--- config.mk ---
export PLATFORM = sky130hd
export DESIGN_NAME = vram_arb
export DESIGN_NICKNAME = d
export VERILOG_FILES = /design/src/rtl/lcdc_pkg.sv /design/src/rtl/vram_clr_fsm.sv /design/src/rtl/vram_arb.sv
export SDC_FILE = /design/constraint.sdc
export NUM_CORES = 1
export LEC_CHECK = 0
export CAP_MARGIN = 20
export CORE_MARGIN = 2
export CORE_UTILIZATION = 57
export DETAILED_ROUTE_END_ITERATION = 8
export DONT_BUFFER_PORTS = 1
export GPL_TIMING_DRIVEN = 0
export PLACE_DENSITY_LB_ADDON = 0.12
export SYNTH_ARGS = -nofsm -noshare
export SYNTH_HDL_FRONTEND = slang
export SYNTH_SLANG_ARGS = --single-unit
--- constraint.sdc ---
create_clock -name clk -period 1.84 [get_ports clk]
set_input_delay 0.276 -clock clk [delete_from_list [all_inputs] [get_ports clk]]
set_output_delay 0.276 -clock clk [all_outputs]
set_load 0.01 [all_outputs]
--- src/rtl/lcdc_pkg.sv ---
// lcdc_pkg: shared VRAM geometry, clear-FSM states and arbiter owner encoding for the S1D13700 LCDC
package lcdc_pkg;
  localparam int LCDC_AW = 13;
  localparam int LCDC_DW = 8;
  localparam logic [12:0] LCDC_VRAM_LAST = 13'h12bf;
  typedef enum logic [1:0] {CLR_IDLE, CLR_FILL, CLR_DONE} clr_state_t;
  typedef enum logic [1:0] {OWN_NONE, OWN_TFT, OWN_CPU, OWN_CLR} owner_t;
endpackage

--- src/rtl/vram_clr_fsm.sv ---
// vram_clr_fsm: VRAM fill engine with address counter, fill latch and CPU-starvation wait counter
module vram_clr_fsm
  import lcdc_pkg::*;
#(
  parameter int AW = LCDC_AW,
  parameter int DW = LCDC_DW,
  parameter logic [AW-1:0] VRAM_LAST = AW'(LCDC_VRAM_LAST),
  parameter int CLR_MAX_WAIT = 16
) (
  input  logic          clk,
  input  logic          rst,
  input  logic          clr_start,
  input  logic [DW-1:0] clr_data,
  input  logic          clr_gnt,
  input  logic          cpu_gnt,
  output logic          clr_req,
  output logic          clr_force,
  output logic          clr_busy,
  output logic          clr_done,
  output logic [AW-1:0] clr_addr,
  output logic [DW-1:0] clr_wdata
);
  clr_state_t state, state_nx;
  logic [4:0] wait_cnt;
  always_ff @(posedge clk or posedge rst)
    if (rst) state <= CLR_IDLE;
    else state <= state_nx;
  always_comb begin
    state_nx = state;
    case (state)
      CLR_IDLE: state_nx = clr_start ? CLR_FILL : CLR_IDLE;
      CLR_FILL: state_nx = (clr_gnt && clr_addr == VRAM_LAST) ? CLR_DONE : CLR_FILL;
      default:  state_nx = CLR_IDLE;
    endcase
  end
  always_comb begin
    clr_req   = state == CLR_FILL;
    clr_force = clr_req && wait_cnt == 5'(CLR_MAX_WAIT);
    clr_busy  = state != CLR_IDLE;
    clr_done  = state == CLR_DONE;
  end
  // wait_cnt only advances when the CPU, not the TFT, takes the slot from a pending write
  always_ff @(posedge clk or posedge rst)
    if (rst) begin
      clr_addr  <= '0;
      clr_wdata <= '0;
      wait_cnt  <= '0;
    end else if (state == CLR_IDLE && clr_start) begin
      clr_addr  <= '0;
      clr_wdata <= clr_data;
      wait_cnt  <= '0;
    end else if (clr_gnt) begin
      clr_addr <= clr_addr + 1'b1;
      wait_cnt <= '0;
    end else if (clr_req && cpu_gnt && wait_cnt != '1) begin
      wait_cnt <= wait_cnt + 1'b1;
    end
endmodule

--- src/rtl/vram_arb.sv ---
// vram_arb: single-port VRAM arbiter (TFT > forced clear > CPU > clear) with CPU read-return routing
module vram_arb
  import lcdc_pkg::*;
#(
  parameter int AW = LCDC_AW,
  parameter int DW = LCDC_DW,
  parameter logic [AW-1:0] VRAM_LAST = AW'(LCDC_VRAM_LAST),
  parameter int CLR_MAX_WAIT = 16
) (
  input  logic          clk,
  input  logic          rst,
  input  logic          tft_rdreq,
  input  logic [AW-1:0] tft_raddr,
  output logic          tft_rdack,
  output logic [DW-1:0] tft_rdata,
  input  logic          cpu_req,
  input  logic          cpu_we,
  input  logic [AW-1:0] cpu_addr,
  input  logic [DW-1:0] cpu_wdata,
  output logic          cpu_ack,
  output logic          cpu_rvld,
  output logic [DW-1:0] cpu_rdata,
  input  logic          clr_start,
  input  logic [DW-1:0] clr_data,
  output logic          clr_busy,
  output logic          clr_done,
  output logic          ram_cs,
  output logic          ram_we,
  output logic [AW-1:0] ram_addr,
  output logic [DW-1:0] ram_wdata,
  input  logic [DW-1:0] ram_rdata
);
  owner_t own;
  logic clr_req, clr_force, clr_gnt, cpu_gnt, cpu_ok, rd_own, rd_oob;
  logic [AW-1:0] clr_addr;
  logic [DW-1:0] clr_wdata;
  vram_clr_fsm #(
    .AW(AW), .DW(DW), .VRAM_LAST(VRAM_LAST), .CLR_MAX_WAIT(CLR_MAX_WAIT)
  ) u_clr (
    .clk(clk), .rst(rst), .clr_start(clr_start), .clr_data(clr_data),
    .clr_gnt(clr_gnt), .cpu_gnt(cpu_gnt), .clr_req(clr_req), .clr_force(clr_force),
    .clr_busy(clr_busy), .clr_done(clr_done), .clr_addr(clr_addr), .clr_wdata(clr_wdata)
  );
  // grant is purely combinational so a one-cycle tft_rdreq is always served
  always_comb begin
    own = tft_rdreq ? OWN_TFT : clr_force ? OWN_CLR : cpu_req ? OWN_CPU : clr_req ? OWN_CLR : OWN_NONE;
    clr_gnt   = own == OWN_CLR;
    cpu_gnt   = own == OWN_CPU;
    cpu_ok    = cpu_addr <= VRAM_LAST;
    tft_rdack = tft_rdreq;
    cpu_ack   = cpu_gnt;
    ram_cs    = own == OWN_TFT || clr_gnt || (cpu_gnt && cpu_ok);
    ram_we    = clr_gnt || (cpu_gnt && cpu_ok && cpu_we);
    ram_addr  = own == OWN_TFT ? tft_raddr : clr_gnt ? clr_addr : cpu_gnt ? cpu_addr : '0;
    ram_wdata = clr_gnt ? clr_wdata : (cpu_gnt && cpu_we) ? cpu_wdata : '0;
    tft_rdata = ram_rdata;
    cpu_rvld  = rd_own;
    cpu_rdata = (rd_own && !rd_oob) ? ram_rdata : '0;
  end
  always_ff @(posedge clk or posedge rst)
    if (rst) begin
      rd_own <= 1'b0;
      rd_oob <= 1'b0;
    end else begin
      rd_own <= cpu_gnt && !cpu_we;
      rd_oob <= !cpu_ok;
    end
endmodule

* Yosys cells after proc, flatten, opt, wreduce, memory -nomap -nowiden
Cells that the tools add are included.
Word-level totals: register bits 30, bits in latches 0, RAM bits 0, ROM bits 0, input bits 56, output and inout bits 44, logic and storage cells 55, memories 0
Cells by class: $add $sub $neg 2, $mul 0, divide/modulo/power cells 0, order comparisons 1, equality and inequality tests 8, shift-type cells 0, muxes and demuxes 18, bitwise operators 0, reduce and logical (&&, ||, !) cells 20
Operators with widths (count):
- 13-bit two-way mux | 5
- 8-bit two-way mux | 3
- 5-bit two-way mux | 3
- 13-bit by 1-bit adder with 13-bit output (second input constant) | 1
- 13-bit equality test (second input constant) | 1
- 13-bit less-or-equal comparator (second input constant) | 1
- 1-bit logical AND | 10
- 2-bit two-way mux | 5
- 2-bit equality test (second input constant) | 3
- 5-bit by 1-bit adder with 5-bit output (second input constant) | 1
- 5-bit equality test (second input constant) | 1
- 5-bit inequality test (second input constant) | 1
- 2-bit by 1-bit equality test with 1-bit output (second input constant) | 2
- 2-bit one-hot mux with 2 select lines | 1
- 2-bit nonzero test | 2
- 1-bit logical NOT | 3
- 1-bit logical OR | 3
- 3-bit nonzero test | 1
- 2-bit logical NOT | 1
- 1-bit two-way mux | 1

* Depth between registers and ports, before layout
Gate-level depths: netlist of the first run.
word-level depth 11, depth in mapped cells 8, gate-level depth less buffers 7

* Modules after synthesis
A second synthesis of the first run with hierarchy kept.
Second synthesis, totals: cell total of the unflattened synthesis 220, area total of the unflattened synthesis 1984.4 um^2
By module, submodules not included:
- vram_clr_fsm | times used 1, cells each 145, area each 1381.3 um^2, seq. area each 700.7 um^2
- vram_arb | times used 1, cells each 75, area each 603.1 um^2, seq. area each 50.0 um^2

* Worst setup path before layout of the first run
OpenSTA, ideal clock, no wires.
kind flip-flop to flip-flop, start reg u_clr.wait_cnt[0], end reg u_clr.wait_cnt[3], setup time 83 ps, arrival time 1951 ps, data required time 1757 ps, path slack -194 ps, cell stages (with the launch flop) 9, path buffers 1, period minus slack after synthesis 2034 ps, cell sequence dfrtp_1 ha_1 and3_2 ha_1 or4b_1 clkbuf_1 nor3b_1 a21oi_1 o21ai_0
Between the ends: cells in the longest elaborated chain, start to end 8, elaborated cells on any way between the ends 14, those cells by class add/sub (1); eq/ne (4); mux (5); reduce/logical (4)
RTL lines:
- start: declaration | line vram_clr_fsm.sv:24 | logic [4:0] wait_cnt;
- start signal: assignment | line vram_clr_fsm.sv:56 | wait_cnt <= wait_cnt + 1'b1;
- 5-bit equality test | line vram_clr_fsm.sv:38 | clr_force = clr_req && wait_cnt == 5'(CLR_MAX_WAIT);
- 1-bit logical AND | line vram_clr_fsm.sv:38
- 2-bit two-way mux (2 in a row) | line vram_arb.sv:46 | own = tft_rdreq ? OWN_TFT : clr_force ? OWN_CLR : cpu_req ? OWN_CPU : clr_req ? OWN_CLR : OWN_NONE;
- 2-bit equality test | line vram_arb.sv:48 | cpu_gnt = own == OWN_CPU;
- 1-bit logical AND (2 in a row) | line vram_clr_fsm.sv:55 | end else if (clr_req && cpu_gnt && wait_cnt != '1) begin
- 3-bit nonzero test (no line)
Parallel ways exist; a longest one is shown, timed or not. The select of a mux whose other input is x is not followed. A chain may end at the register's enable or synchronous reset.

* Final worst setup path of the first run
start reg u_clr.wait_cnt[1], end out ram_addr[3]
Between the ends: cells in the longest elaborated chain, start to end 8, elaborated cells on any way between the ends 10, those cells by class eq/ne (4); mux (5); reduce/logical (1)
RTL lines:
- 5-bit equality test (*) | line vram_clr_fsm.sv:38
- 1-bit logical AND (*) | line vram_clr_fsm.sv:38
- 2-bit two-way mux (*) (2 in a row) | line vram_arb.sv:46
- 2-bit equality test | line vram_arb.sv:48
- 13-bit two-way mux (2 in a row) | line vram_arb.sv:54 | ram_addr = own == OWN_TFT ? tft_raddr : clr_gnt ? clr_addr : cpu_gnt ? cpu_addr : '0;
- 13-bit two-way mux (*) | line vram_arb.sv:54
- end: declaration | line vram_arb.sv:29 | output logic [AW-1:0] ram_addr,
Mark *: on every way between the ends. The rest lies on a longest branch, timed or not.

==> results of run 1 <==
-- stage by stage --
step | TNS, ps | total power (uW) | cell area (sq um) | instances
after global routing | -12100 | 1954 | 2560 | 294
after floorplan | -322.8 | 1149 | 2111 | 227
after global placement | -4257 | 1215 | 2168 | 273
final | -10120 | 1877 | 2560 | 294
after CTS | -9622 | 1837 | 2435 | 290
after detailed placement | -5996 | 1252 | 2196 | 274
-- flip-flops by register name, indices dropped and copies added (netlist names) --
signal           cells
cpu_rvld             1
u_clr.clr_wdata      8
u_clr.wait_cnt       5
rd_oob               1
u_clr.clr_addr      13
u_clr.state          2
-- layout by cell type (no fill, tap or decap), types with 2 or more instances in the layout --
master / instances
inv_1: 16
a222oi_1: 13
ha_4: 3
dlygate4sd3_1: 2
or4_1: 3
nand3_1: 5
and2_1: 10
mux2i_1: 5
buf_2: 2
nor3_1: 2
nand2_2: 2
nor3b_2: 2
o31ai_1: 2
nand2_1: 35
nor4b_1: 2
nor2b_1: 3
inv_2: 3
buf_6: 11
nand4_1: 2
a21oi_1: 6
clkbuf_4: 5
a22o_1: 7
a22o_4: 3
xnor2_1: 2
buf_4: 16
clkbuf_1: 2
nor2_1: 8
dfrtp_1: 30
o21ai_1: 2
-- how the worst min path moves through the flow --
stage / endpoint / depth (start not counted) / from
after floorplan: cpu_rvld / 1 / cpu_we
after global placement: cpu_rvld / 1 / cpu_we
after detailed placement: u_clr.clr_wdata[7] / 1 / rst
after CTS: u_clr.clr_wdata[7] / 2 / clr_data[7]
after global routing: u_clr.clr_wdata[3] / 2 / clr_data[3]
final: u_clr.clr_wdata[7] / 2 / clr_data[7]
-- kinds of logic (layout without fill, tap and decap cells) --
logic type               Yosys count  in the layout  synth area share [%]
AND/OR/NAND/NOR                   95             95                 25.87
AO/OA/AOI/OAI                     50             50                 21.18
buffers and inverters             40             61                 10.29
flip-flops                        30             30                 36.52
multiplexers                       5              5                 2.435
adder cells (fa/ha/maj)            4              4                 2.435
XOR/XNOR                           3              3                 1.278
-- metal layers --
layer / global-route usage [%] / vias up / routed length (microns)
li1: - / 857 / -
met1: 34.02 / 958 / 2281
met2: 52.34 / 151 / 3290
met3: 7.746 / 18 / 661
met4: 12.50 / 0 / 183
met5: 0 / - / 0
-- Yosys cell counts, types with 5 or more instances --
library cell | instances | area (sq um)
buf_4 | 11 | 82.58
a21oi_1 | 7 | 35.03
mux2i_1 | 5 | 50.05
nand2_1 | 37 | 138.9
and2_1 | 11 | 68.82
a22o_1 | 10 | 87.58
nand3_1 | 5 | 25.02
nor2_1 | 9 | 33.78
inv_1 | 19 | 71.32
dfrtp_1 | 30 | 750.7
a222oi_1 | 13 | 130.1
-- layout make-up --
class	count	area, sq um
Timing Repair Buffer	15	156.4
Buffer	20	167.7
Tap cell	46	57.56
Inverter	19	71.32
Fill cell	236	829.5
Multi-Input combinational cell	157	1275
Sequential cell	30	750.7
Clock buffer	6	51.30
Clock inverter	1	30.03
-- where the power goes --
group | internal (uW) | leakage (uW) | total (uW) | switching (uW)
sequential | 749 | 0.000389 | 851 | 102
clock | 316 | 0.0000443 | 545 | 228
combinational | 215 | 0.000706 | 482 | 266
total | 1280 | 0.00114 | 1880 | 597
-- worst register-to-register path, stage by stage (launching register included) --
cell and delay, ps:
dfrtp_1 410, buf_4 170, ha_4 160, and3_4 180, ha_4 170, or4b_4 500
buf_8 160, o2bb2ai_1 150, a21oi_1 80, o21ai_1 130
-- timing repair --
item	in CTS	in global routing
resized for setup	19	25
cloned	0	1
hold endpoints to repair	9	0
pin swaps	6	10
endpoints found under the setup margin	30	46
setup buffers	8	4
hold buffers	2	0
==> reports/metrics.cfg, run 1 <==
[status]
outcome=finished with violations
violations=setup timing

[worst_setup_path]
crit_buf_inv=3
cp_top_family=compound AO/OA/AOI/OAI gates
cp_slowest_cell=dfrtp_1
cp_data_required_time_ps=1560
path_cells=inv_2 -> ha_4 -> and4bb_4 -> a211oi_4 -> buf_6 -> a222oi_1 -> inv_1
r2r-start=u_clr.wait_cnt[0]
path_class=reg2out
cp_max_fo=5
critPathLaunch=u_clr.wait_cnt[1]
path_depth=7
cp.arrival_ps=1970
rr_worst_depth=9
reg2reg_slack_ps=-340
end_kind=output pin
critPathMaxStageDelay_ps=400
cp-endpoint=ram_addr[3]
timing.rr.end=u_clr.wait_cnt[3]
setup.worst_path.start_class=flop

[yosys]
syn_inst=227
synth.ff_latch_count=30
yosysWarningCount=0
synth_edf_count=0
synth.distinct_cells=54
async_reset_ff_share_pct=100.0
syn_area_sq_mm=0.002056
ys_seq_area_share_pct=36.52
synthesis.nets=287
synth-main-ff-cell=dfrtp_1
synth.avg_cell_area_sq_um=9.056

[floorplanning]
core_area_sq_mm=0.003390
dieArea_sq_mm=0.004103
start_util_pct=60.65
die_w_microns=64.06
rows=21
io_pins=100
dieHeight_microns=64.06

[sta]
fin_crit_ps=2247
skew_ps=3.755
worstMarginPinSlew_ps=505.9
clock.fmax_ghz=0.4450
slew_viol_final=0
finalSetupViolCount=31
layout_setup_ws_ps=-407.2
hold_viol=0
whs_ps=49.24
timing.slew.headroom_pct=66.23
post-route-period-util_pct=122.1
rsz0062_at_grt=yes

[detailed_routing]
post_drt_wl_per_cell_microns=21.82
vias=1984
antenna_left=0
drc=0
drtPass1Iterations=9
post_drt_via_cell_ratio=6.748
first_iter_violations=234
wl_microns=6416

[cells_and_area]
nNetsFinal=308
syn_to_final_growth_pct=24.53
utilization_pct=75.53
drive_above_1_share_pct=30.24
n_antenna_cell=0

[clock_tree]
root_buffer=clkbuf_4
cts.sinks=30
htree_levels=2
clockBufferDepth=2
numCtsBuffers=5
clock_latency_ps=330
cts_tree=done
clk_pin_slew_ps=90

[job]
maxCapViolCount=0

[global_route]
grt_pass1_vias=1857
grt_max_degree=23
grt.overflow.total=0
grt_antenna_before_repair=0
grt_use_total_pct=29.78
grt_pass1_wl_microns=9342

[placed_design]
portBuffers=0
place.gp.congestion=0.8190
dp_slack_ps=-271.2
dp_hpwl_microns=4262

[power_and_ir_drop]
p_leak_uw=0.001140
power_density_mw_per_mm2=733.1
irDropWorstVdd_mv=0.6312

[min_path]
min_path_type=in2reg

No activity file was read; power rests on OpenSTA's default activity.
==> run 2, diff against run 1 <==
--- a/config.mk
+++ b/config.mk
@@ -12,6 +12,7 @@
 export DONT_BUFFER_PORTS = 1
 export GPL_TIMING_DRIVEN = 0
 export PLACE_DENSITY_LB_ADDON = 0.12
+export SLEW_MARGIN = 20
 export SYNTH_ARGS = -nofsm -noshare
 export SYNTH_HDL_FRONTEND = slang
 export SYNTH_SLANG_ARGS = --single-unit
==> reports/metrics.cfg, run 2 (synthesis gave the netlist of run 1 again) <==
[sta]
fin_crit_ps=2279  ; +31.74 ps
finalSetupViolCount=32  ; +3.2%
clock.fmax_ghz=0.4388  ; -1.4%
rsz0062_at_grt=yes
layout_setup_ws_ps=-439.0  ; -31.74 ps
hold_viol=0  ; unchanged
slew_viol_final=0  ; unchanged
whs_ps=35.35  ; -13.89 ps
skew_ps=9.530  ; +5.774 ps
worstMarginPinSlew_ps=716.1  ; +210.1 ps
fin_tns_setup_ps=-10790  ; -672.7 ps
timing.slew.headroom_pct=52.05  ; -14 points
post-route-period-util_pct=123.9  ; +1.7 points

[worst_setup_path]
cp_data_required_time_ps=1560  ; about the same
reg2reg_slack_ps=-310  ; +30 ps
r2r-start=u_clr.wait_cnt[0]
timing.rr.end=u_clr.wait_cnt[4]
cp_max_fo=10  ; +5
setup.worst_path.start_class=flop
cp.arrival_ps=2000  ; +30 ps
path_class=reg2out
end_kind=output pin
cp-endpoint=ram_addr[11]
rr_worst_depth=9  ; unchanged
critPathLaunch=u_clr.wait_cnt[0]

[detailed_routing]
dr_wl_met2_microns=3019  ; -8.2%
vias=1898  ; -4.3%
first_iter_violations=169  ; -28%
drt-met1-wl_microns=2171  ; -4.8%
drc=0  ; unchanged
post_drt_wl_per_cell_microns=19.87  ; -9.0%
wl_microns=5901  ; -8.0%
met3_length_microns=614  ; -7.1%
post_drt_via_cell_ratio=6.391  ; -5.3%
top_layer_used=met4
antenna_left=0  ; unchanged
drtPass1Iterations=7  ; -2

[cells_and_area]
syn_to_final_growth_pct=22.82
final_common_cell=nand2_1
nNetsFinal=310  ; +0.65%
drive_above_1_share_pct=31.47  ; +1.2 points
stdcell_count=297  ; +1.0%
reg_top3=u_clr.clr_addr: 13 flops, u_clr.clr_wdata: 8 flops, u_clr.wait_cnt: 5 flops
fillers=247  ; +4.7%
design_area_sq_mm=0.002525  ; -1.4%
n_antenna_cell=0  ; unchanged
largest_reg_flops=13  ; unchanged
mostFrequentLayoutCells=nand2_1, dfrtp_1, buf_4
regMostFlops=u_clr.clr_addr

[placed_design]
dp_hpwl_microns=4230  ; -0.75%
portBuffers=0  ; unchanged
dpl_cell_area_sq_mm=0.002183  ; -0.57%
dp.cells=274  ; unchanged
place.gp.congestion=0.8190  ; unchanged

[power_and_ir_drop]
intPower_uw=1150  ; -10%
power_density_mw_per_mm2=685.2  ; -6.5%
power_uw=1730  ; -7.8%
p_sw_uw=580.3  ; -2.7%
pwr-share-seq_pct=48.7  ; +3.4 points
power_switching_share_pct=33.54  ; +1.8 points
p_clk_share_pct=24.2  ; -4.8 points
p_leak_uw=0.001131  ; -0.80%
irDropWorstVdd_mv=0.7274  ; +15%
combPwrFrac_pct=27.1  ; +1.4 points

[global_route]
grt_pass1_wl_microns=8818  ; -5.6%
grt_antenna_before_repair=0  ; unchanged
grt_pass1_vias=1796  ; -3.3%
grt_max_degree=17  ; -26%
grt.overflow.total=0  ; unchanged
grt_use_total_pct=28.29  ; -1.5 points

[clock_tree]
root_buffer=clkbuf_4
cts.sinks=30  ; unchanged
clockBufferDepth=2  ; unchanged
htree_levels=2  ; unchanged
cts_tree=done
numCtsBuffers=5  ; unchanged
clock_latency_ps=350  ; +20 ps
clk_pin_slew_ps=90  ; about the same

[floorplanning]
rows=21  ; unchanged
die_w_microns=64.06  ; unchanged
io_pins=100  ; unchanged
core_area_sq_mm=0.003390  ; unchanged
start_util_pct=60.65  ; unchanged
dieArea_sq_mm=0.004103  ; unchanged
dieHeight_microns=64.06  ; unchanged

[status]
violations=setup timing
outcome=finished with violations

[min_path]
hold_start=clr_data[0]
whs_path_depth=2  ; unchanged
min_path_type=in2reg

[job]
maxCapViolCount=0  ; unchanged

run 2: cell count changes in the layout (fill, tap and decap cells not counted), sizes merged:
cell	previous run	this run
clkbuf	8	10
buf	31	32
bufinv	1	0
clkinv	0	1
run 2: per-stage QoR:
step / util, % / setup slack, ps
2_1_floorplan: - / -74.51
3_3_place_gp: 63.97 / -217.0
3_5_place_dp: 64.41 / -263.0
4_1_cts: 70.54 / -409.3
5_1_grt: 74.49 / -532.3
6_report: 74.49 / -439.0
run 2: cell type report:
cell class              instances  area, sq um  share of cell area [%]
repair buffers                 18        166.4                   6.591
inverters                      19        71.32                   2.825
well taps                      46        57.56                   2.279
plain buffers                  19        152.6                   6.046
clock inverters                 1        5.005                  0.1982
clock buffers                   7        55.05                   2.180
flip-flops and latches         30        752.0                   29.78
multi-input cells             157         1265                   50.10
run 2: worst max-delay path: stages, from the launching register on:
cell and delay (ps):
dfrtp_1 400, inv_1 60, ha_2 170, buf_4 110, nand4bb_4 160, a21oi_4 320, buf_6 200, a222oi_1 90
inv_1 140
run 2: worst min path at each step:
stage	endpoint	slack, ps
2_1_floorplan	cpu_rvld	340
3_3_place_gp	cpu_rvld	340
3_5_place_dp	u_clr.clr_wdata[7]	260
4_1_cts	u_clr.clr_wdata[0]	30
5_1_grt	u_clr.clr_wdata[3]	30
6_report	u_clr.clr_wdata[0]	40
run 2: power groups by stage:
stage          combinational [uW]  clock (uW)  sequential, uW
2_1_floorplan                 321           0             829
3_3_place_gp                  367           0             848
3_5_place_dp                  388           0             854
4_1_cts                       442         420             839
5_1_grt                       509         458             858
6_report                      469         419             843
run 2: what timing repair did:
action	in CTS	in global routing
setup endpoints to repair	29	41
hold endpoints to repair	15	0
pin swaps	11	8
gates cloned	0	1
gates resized for setup	16	24
setup buffers	8	6
hold buffers	2	0
run 2: layer usage:
| metal | track usage [%] | vias up |
|---|---|---|
| met5 | 0 | - |
| met4 | 10.05 | 0 |
| met3 | 7.570 | 7 |
| met2 | 48.70 | 124 |
| met1 | 33.83 | 908 |
| li1 | - | 859 |
